--- config.mk ---
export PLATFORM = sky130hd
export DESIGN_NAME = pipe_ctrl
export DESIGN_NICKNAME = d
export VERILOG_FILES = /design/src/rtl/pipe_ctrl.sv
export SDC_FILE = /design/constraint.sdc
export NUM_CORES = 1
export LEC_CHECK = 0
export CAP_MARGIN = 20
export CORE_ASPECT_RATIO = 1.2
export CORE_MARGIN = 2
export CORE_UTILIZATION = 44
export DETAILED_ROUTE_END_ITERATION = 10
export PLACE_DENSITY = 0.77
export SYNTH_ARGS = -nofsm -noshare
export SYNTH_HDL_FRONTEND = slang
export SYNTH_SLANG_ARGS = --single-unit
--- constraint.sdc ---
create_clock -name clk -period 2.16 [get_ports clk]
set_clock_uncertainty 0.05 [all_clocks]
set_input_delay 0.54 -clock clk [delete_from_list [all_inputs] [get_ports clk]]
set_output_delay 0.54 -clock clk [all_outputs]
set_load 0.1 [all_outputs]
--- src/rtl/pipe_ctrl.sv ---
// Stall/flush controller: per-stage hold vector, IF/ID and ID/EX bubble strobes, PC redirect.
// Latency: lock, cleans and redirect are combinational; pending state and counters update at the next edge.
// Backpressure: the deepest stage stall wins; a branch is held in EX while EX or MEM stalls.
module pipe_ctrl #(
    parameter int ADDR_W = 32,
    parameter int CNT_W  = 32
) (
    input  logic              clk,
    input  logic              rst,
    input  logic              stallreq_if,
    input  logic              stallreq_id,
    input  logic              stallreq_ex,
    input  logic              stallreq_mem,
    input  logic              branch_i,
    input  logic [ADDR_W-1:0] branch_target_i,
    output logic [4:0]        lock_o,
    output logic              IFID_clean_o,
    output logic              IDEX_clean_o,
    output logic              pc_redirect_o,
    output logic [ADDR_W-1:0] pc_target_o,
    output logic              pending_o,
    output logic [CNT_W-1:0]  stall_cnt_o,
    output logic [CNT_W-1:0]  flush_cnt_o
);

    typedef enum logic {
        IDLE = 1'b0,
        PEND = 1'b1
    } state_t;

    state_t            state;
    state_t            state_nxt;
    logic [ADDR_W-1:0] pend_target;
    logic [CNT_W-1:0]  stall_cnt;
    logic [CNT_W-1:0]  flush_cnt;

    logic [4:0]        lock;
    logic [4:0]        ds_lock;
    logic              ifid_clean;
    logic              idex_clean;
    logic              redirect;
    logic [ADDR_W-1:0] target;
    logic              accept;
    logic              latch_target;
    logic              ds_stall;

    assign ds_stall = stallreq_ex | stallreq_mem;

    // Lock/clean/redirect selection and next state; reset forces every strobe low.
    always_comb begin
        lock         = 5'b00000;
        ds_lock      = 5'b00000;
        ifid_clean   = 1'b0;
        idex_clean   = 1'b0;
        redirect     = 1'b0;
        target       = '0;
        accept       = 1'b0;
        latch_target = 1'b0;
        state_nxt    = state;

        // Only EX and MEM stalls survive into PEND, so keep them apart.
        if (stallreq_mem) begin
            ds_lock = 5'b01111;
        end else if (stallreq_ex) begin
            ds_lock = 5'b00111;
        end

        if (stallreq_mem || stallreq_ex) begin
            lock = ds_lock;
        end else if (stallreq_id) begin
            lock       = 5'b00011;
            idex_clean = 1'b1;
        end else if (stallreq_if) begin
            lock       = 5'b00001;
            ifid_clean = 1'b1;
        end

        case (state)
            IDLE: begin
                if (branch_i && !ds_stall) begin
                    accept     = 1'b1;
                    ifid_clean = 1'b1;
                    idex_clean = 1'b1;
                    if (!stallreq_if) begin
                        lock     = 5'b00000;
                        redirect = 1'b1;
                        target   = branch_target_i;
                    end else begin
                        // Fetch still in flight: park the target until it lands.
                        lock         = 5'b00001;
                        latch_target = 1'b1;
                        state_nxt    = PEND;
                    end
                end
            end
            PEND: begin
                // Whatever the in-flight fetch returns is wrong-path.
                ifid_clean = 1'b1;
                idex_clean = 1'b0;
                lock       = ds_lock | {4'b0000, stallreq_if};
                if (!stallreq_if && !ds_stall) begin
                    lock      = 5'b00000;
                    redirect  = 1'b1;
                    target    = pend_target;
                    state_nxt = IDLE;
                end
            end
            default: state_nxt = IDLE;
        endcase

        if (rst) begin
            lock       = 5'b00000;
            ifid_clean = 1'b0;
            idex_clean = 1'b0;
            redirect   = 1'b0;
            target     = '0;
            accept     = 1'b0;
        end
    end

    // State register and parked redirect target.
    always_ff @(posedge clk) begin
        if (rst) begin
            state       <= IDLE;
            pend_target <= '0;
        end else begin
            state <= state_nxt;
            if (latch_target) begin
                pend_target <= branch_target_i;
            end
        end
    end

    // Saturating performance counters: PC-hold cycles and accepted redirects.
    always_ff @(posedge clk) begin
        if (rst) begin
            stall_cnt <= '0;
            flush_cnt <= '0;
        end else begin
            if (lock[0] && (stall_cnt != {CNT_W{1'b1}})) begin
                stall_cnt <= stall_cnt + 1'b1;
            end
            if (accept && (flush_cnt != {CNT_W{1'b1}})) begin
                flush_cnt <= flush_cnt + 1'b1;
            end
        end
    end

    assign lock_o        = lock;
    assign IFID_clean_o  = ifid_clean;
    assign IDEX_clean_o  = idex_clean;
    assign pc_redirect_o = redirect;
    assign pc_target_o   = target;
    assign pending_o     = !rst && (state == PEND);
    assign stall_cnt_o   = rst ? '0 : stall_cnt;
    assign flush_cnt_o   = rst ? '0 : flush_cnt;

endmodule

==> key figures <==
Layout
  • Area taken by flip-flops and latches: about 1900 um^2
  • Total area of multi-input combinational cells: approximately 4200 um^2
  • Post-layout net count: ~900
  • P&R area growth vs syn: 90.7%
  • ANT cells: 0
  • Design Area, Final: between 10,000 and 15,000 um^2
  • Most common library cell in the layout ignoring fill and taps: sky130_fd_sc_hd__buf_12
  • Most used cells in the layout excluding fill and tap cells: 112 x sky130_fd_sc_hd__buf_12, 97 x sky130_fd_sc_hd__nand2_1, 92 x sky130_fd_sc_hd__dfxtp_1
  • Fraction of final layout cells with drive strength greater than 1: 44.5%
  • Fill cell count: around 550

Drt
  • Final wirelength: around 19,000 um
  • Vias/cell: 5.64
  • Post-route ant nets: 0
  • TritonRoute pass-1 iters: 6
  • Number of remaining DRC errors: 0
  • Total number of vias: 5,901
  • Routed wire length per instance: around 18 um
  • Number of violations reported at the end of detailed-routing iteration 0: 378

Synthesis
  • Post-Synthesis Cells: just under 700
  • Main area contributors after synthesis: sky130_fd_sc_hd__dfxtp_1 37%, sky130_fd_sc_hd__nand2_1 7.0%, sky130_fd_sc_hd__nor2b_1 6.4%
  • Number of warnings reported in the yosys synthesis log: 0
  • Share of the synthesized area in the top cell type: 36.8%
  • Cell type with the largest total area after synthesis: sky130_fd_sc_hd__dfxtp_1
  • Flops & latches, synth: 97
  • Total nets after synthesis: 717
  • Post-Syn Area per Cell: just under 8 um^2
  • Post-Syn Area: 5280 um^2
  • Unique cell type count in the Yosys netlist: 52
  • Sequential-to-total area share from yosys stat: a little under two fifths
  • Share of async-settable or async-resettable flops after synthesis: 0%
  • Main flop type after synthesis: sky130_fd_sc_hd__dfxtp_1
  • EDFF count, synth: 0

Power and ir drop
  • Total Power: about 4.2 mW
  • Total power density per cell area: between 400 and 500 nW/um^2
  • Leakage dissipation: 3.50 nW
  • Max IR drop VDD: 0.382 mV

Floorplanning
  • Width of the chip: 104 um
  • Area of the placeable core: 11,600 um^2
  • Top-level port count: 144
  • Die extent in y: ~120 um
  • Cell Rows: 43
  • Floorplan die area: around 13,000 um^2
  • Effective utilization at floorplan: 45.4%

Job
  • Max-capacitance violation count: 0

Clock tree
  • CTS Buffer Depth: 2
  • CTS tree: built
  • CTS Root Cell: sky130_fd_sc_hd__clkbuf_16
  • Clock-pin slew on the worst setup and hold paths: ~0.070 ns
  • Later-pin clock latency in the skew report: 0.34 ns
  • Number of H-tree branching levels: 3
  • Clock buffers created by TritonCTS: 9
  • Clk sinks: 97

Global route
  • Initial antenna violation count: 0
  • Global Route met3 Usage: 5.55%
  • Most Used Layer, Global Route: met2
  • Vias in the first global route: just over 6,000
  • Met2 demand-to-capacity share in global routing: 53.3%
  • Total grt overflow: 0
  • Pin count of the biggest net entering global routing: 70
  • First-pass GRT wire length: 30,000 um
  • Total global routing track utilization: 28.5%
  • Met1 usage: 32.2%

STA
  • Final count of pins violating max slew: 0
  • Slew HR: ~66%
  • Final-report hold violation count: 0
  • Final worst-path setup slack: -0.458 ns
  • Post-layout min period: 2.62 ns
  • Fmax: around 0.38 GHz
  • Unrepaired setup endpoints after global routing: true
  • Setup violators final: 39
  • Worst Tran Pin Value: 0.510 ns
  • Final cycle utilization of the critical path: 121%
  • WHS: 0.408 ns

Worst setup path
  • Worst Reg-to-Reg Cells: 8
  • Critical path class: in2out
  • Crit path max fanout: 6
  • Worst EP required: 1.57 ns
  • Worst endpoint data arrival time: slightly above 2 ns
  • Critical path launch point type: primary input
  • Critical path endpoint category: output port

Placed design
  • Pre-CTS worst setup slack: -0.718 ns
  • Half-perimeter wire length after detailed placement: approximately 13,000 um
  • Global placer's final weighted congestion: 0.902
  • Cell area after placement: 9320 um^2
  • Number of input and output port buffers inserted: 142

Worst hold path
  • Class of the most critical hold timing path: reg2reg
  • Worst hold path depth: 2

Run status
  • Result of the run: finished, violations left
  • Violated checks: negative setup slack
==> stage by stage <==
step / util, % / instances / setup TNS [ns]
4_1_cts: 85.0 / 1045 / -15.46
2_1_floorplan: - / 676 / -25.74
6_report: 86.6 / 1047 / -14.25
5_1_grt: 86.6 / 1047 / -16.00
3_5_place_dp: 80.2 / 1020 / -56.66
3_3_place_gp: 80.2 / 1020 / -50.42
==> synth_stat cells (2+ instances only) <==
library cell,count
sky130_fd_sc_hd__xnor2_1,9
sky130_fd_sc_hd__dfxtp_1,97
sky130_fd_sc_hd__nor3_1,18
sky130_fd_sc_hd__nand4_1,19
sky130_fd_sc_hd__nand4b_1,2
sky130_fd_sc_hd__buf_1,10
sky130_fd_sc_hd__a31oi_1,3
sky130_fd_sc_hd__nor2_1,89
sky130_fd_sc_hd__and3_1,5
sky130_fd_sc_hd__mux2_1,3
sky130_fd_sc_hd__nand3_1,23
sky130_fd_sc_hd__nor2b_1,54
sky130_fd_sc_hd__o31ai_1,7
sky130_fd_sc_hd__nand2_1,98
sky130_fd_sc_hd__or3_1,13
sky130_fd_sc_hd__and4_1,8
sky130_fd_sc_hd__o21ai_0,21
sky130_fd_sc_hd__a211oi_1,2
sky130_fd_sc_hd__or4_1,8
sky130_fd_sc_hd__nor4_1,10
sky130_fd_sc_hd__xor2_1,2
sky130_fd_sc_hd__a2111oi_0,2
sky130_fd_sc_hd__ha_1,2
sky130_fd_sc_hd__inv_1,18
sky130_fd_sc_hd__clkbuf_1,25
sky130_fd_sc_hd__mux2i_1,32
sky130_fd_sc_hd__mux2_2,24
sky130_fd_sc_hd__nor4b_1,2
sky130_fd_sc_hd__or2_2,3
sky130_fd_sc_hd__a21oi_1,45
==> layout make-up <==
class                           count  share of cell area (%)
Sequential cell                    97                    19.4
Inverter                           18                   0.708
Clock inverter                      7                   0.945
Clock buffer                        9                    2.24
Tap cell                          157                    1.95
Multi-Input combinational cell    523                    41.2
Timing Repair Buffer              236                    33.6
==> cells by family (layout without fill, tap and decap cells) <==
logic type | count (synthesis) | after routing | synth area share, %
compound gates | 89 | 89 | 9.98
xor+xnor | 11 | 11 | 1.83
fa+ha+maj | 2 | 2 | 0.474
buf+inv | 56 | 270 | 4.22
flops | 97 | 97 | 36.8
mux | 59 | 59 | 11.8
other cells | 1 | 1 | 0.0710
simple gates | 361 | 361 | 34.8
==> sequential cells by signal (all words and copies together) (netlist names) <==
register,cells
stall_cnt,32
state,1
flush_cnt,32
pend_target,32
==> power by group <==
part | total, mW | switching (mW) | leakage [nW] | internal, mW
Sequential | 1.82 | 0.0128 | 0.785 | 1.81
Combinational | 0.689 | 0.418 | 2.57 | 0.270
Clock | 1.72 | 0.709 | 0.144 | 1.01
Total | 4.23 | 1.14 | 3.50 | 3.09
==> critical path, stage by stage <==
cell,delay [ns]
sky130_fd_sc_hd__buf_8,0.10
sky130_fd_sc_hd__or3_4,0.39
sky130_fd_sc_hd__or3_4,0.36
sky130_fd_sc_hd__buf_12,0.16
sky130_fd_sc_hd__buf_16,0.15
sky130_fd_sc_hd__nor2_4,0.12
sky130_fd_sc_hd__buf_12,0.18
==> repair_timing <==
action / in CTS / in global routing
endpoints found under the setup margin: 100 / 91
cloned: 4 / 0
hold buffers: 0 / 0
pin swaps: 13 / 19
resized for setup: 37 / 45
buffers inserted: 7 / 6
==> metal layers <==
metal  routed length [um]  share of wire [%]
met3                 1050                5.5
met1                 7380                 39
met5                    0                  0
met2                10200                 54
met4                  399                2.1
==> worst paths after layout <==
check                   from         endpoint  slack (ns)
min          pend_target[21]  pend_target[21]        0.41
max reg2reg     stall_cnt[0]     stall_cnt[9]       -0.06
min reg2reg  pend_target[21]  pend_target[21]        0.41
max                      rst  pc_target_o[14]       -0.46
No activity file was read; power rests on OpenSTA's default activity.
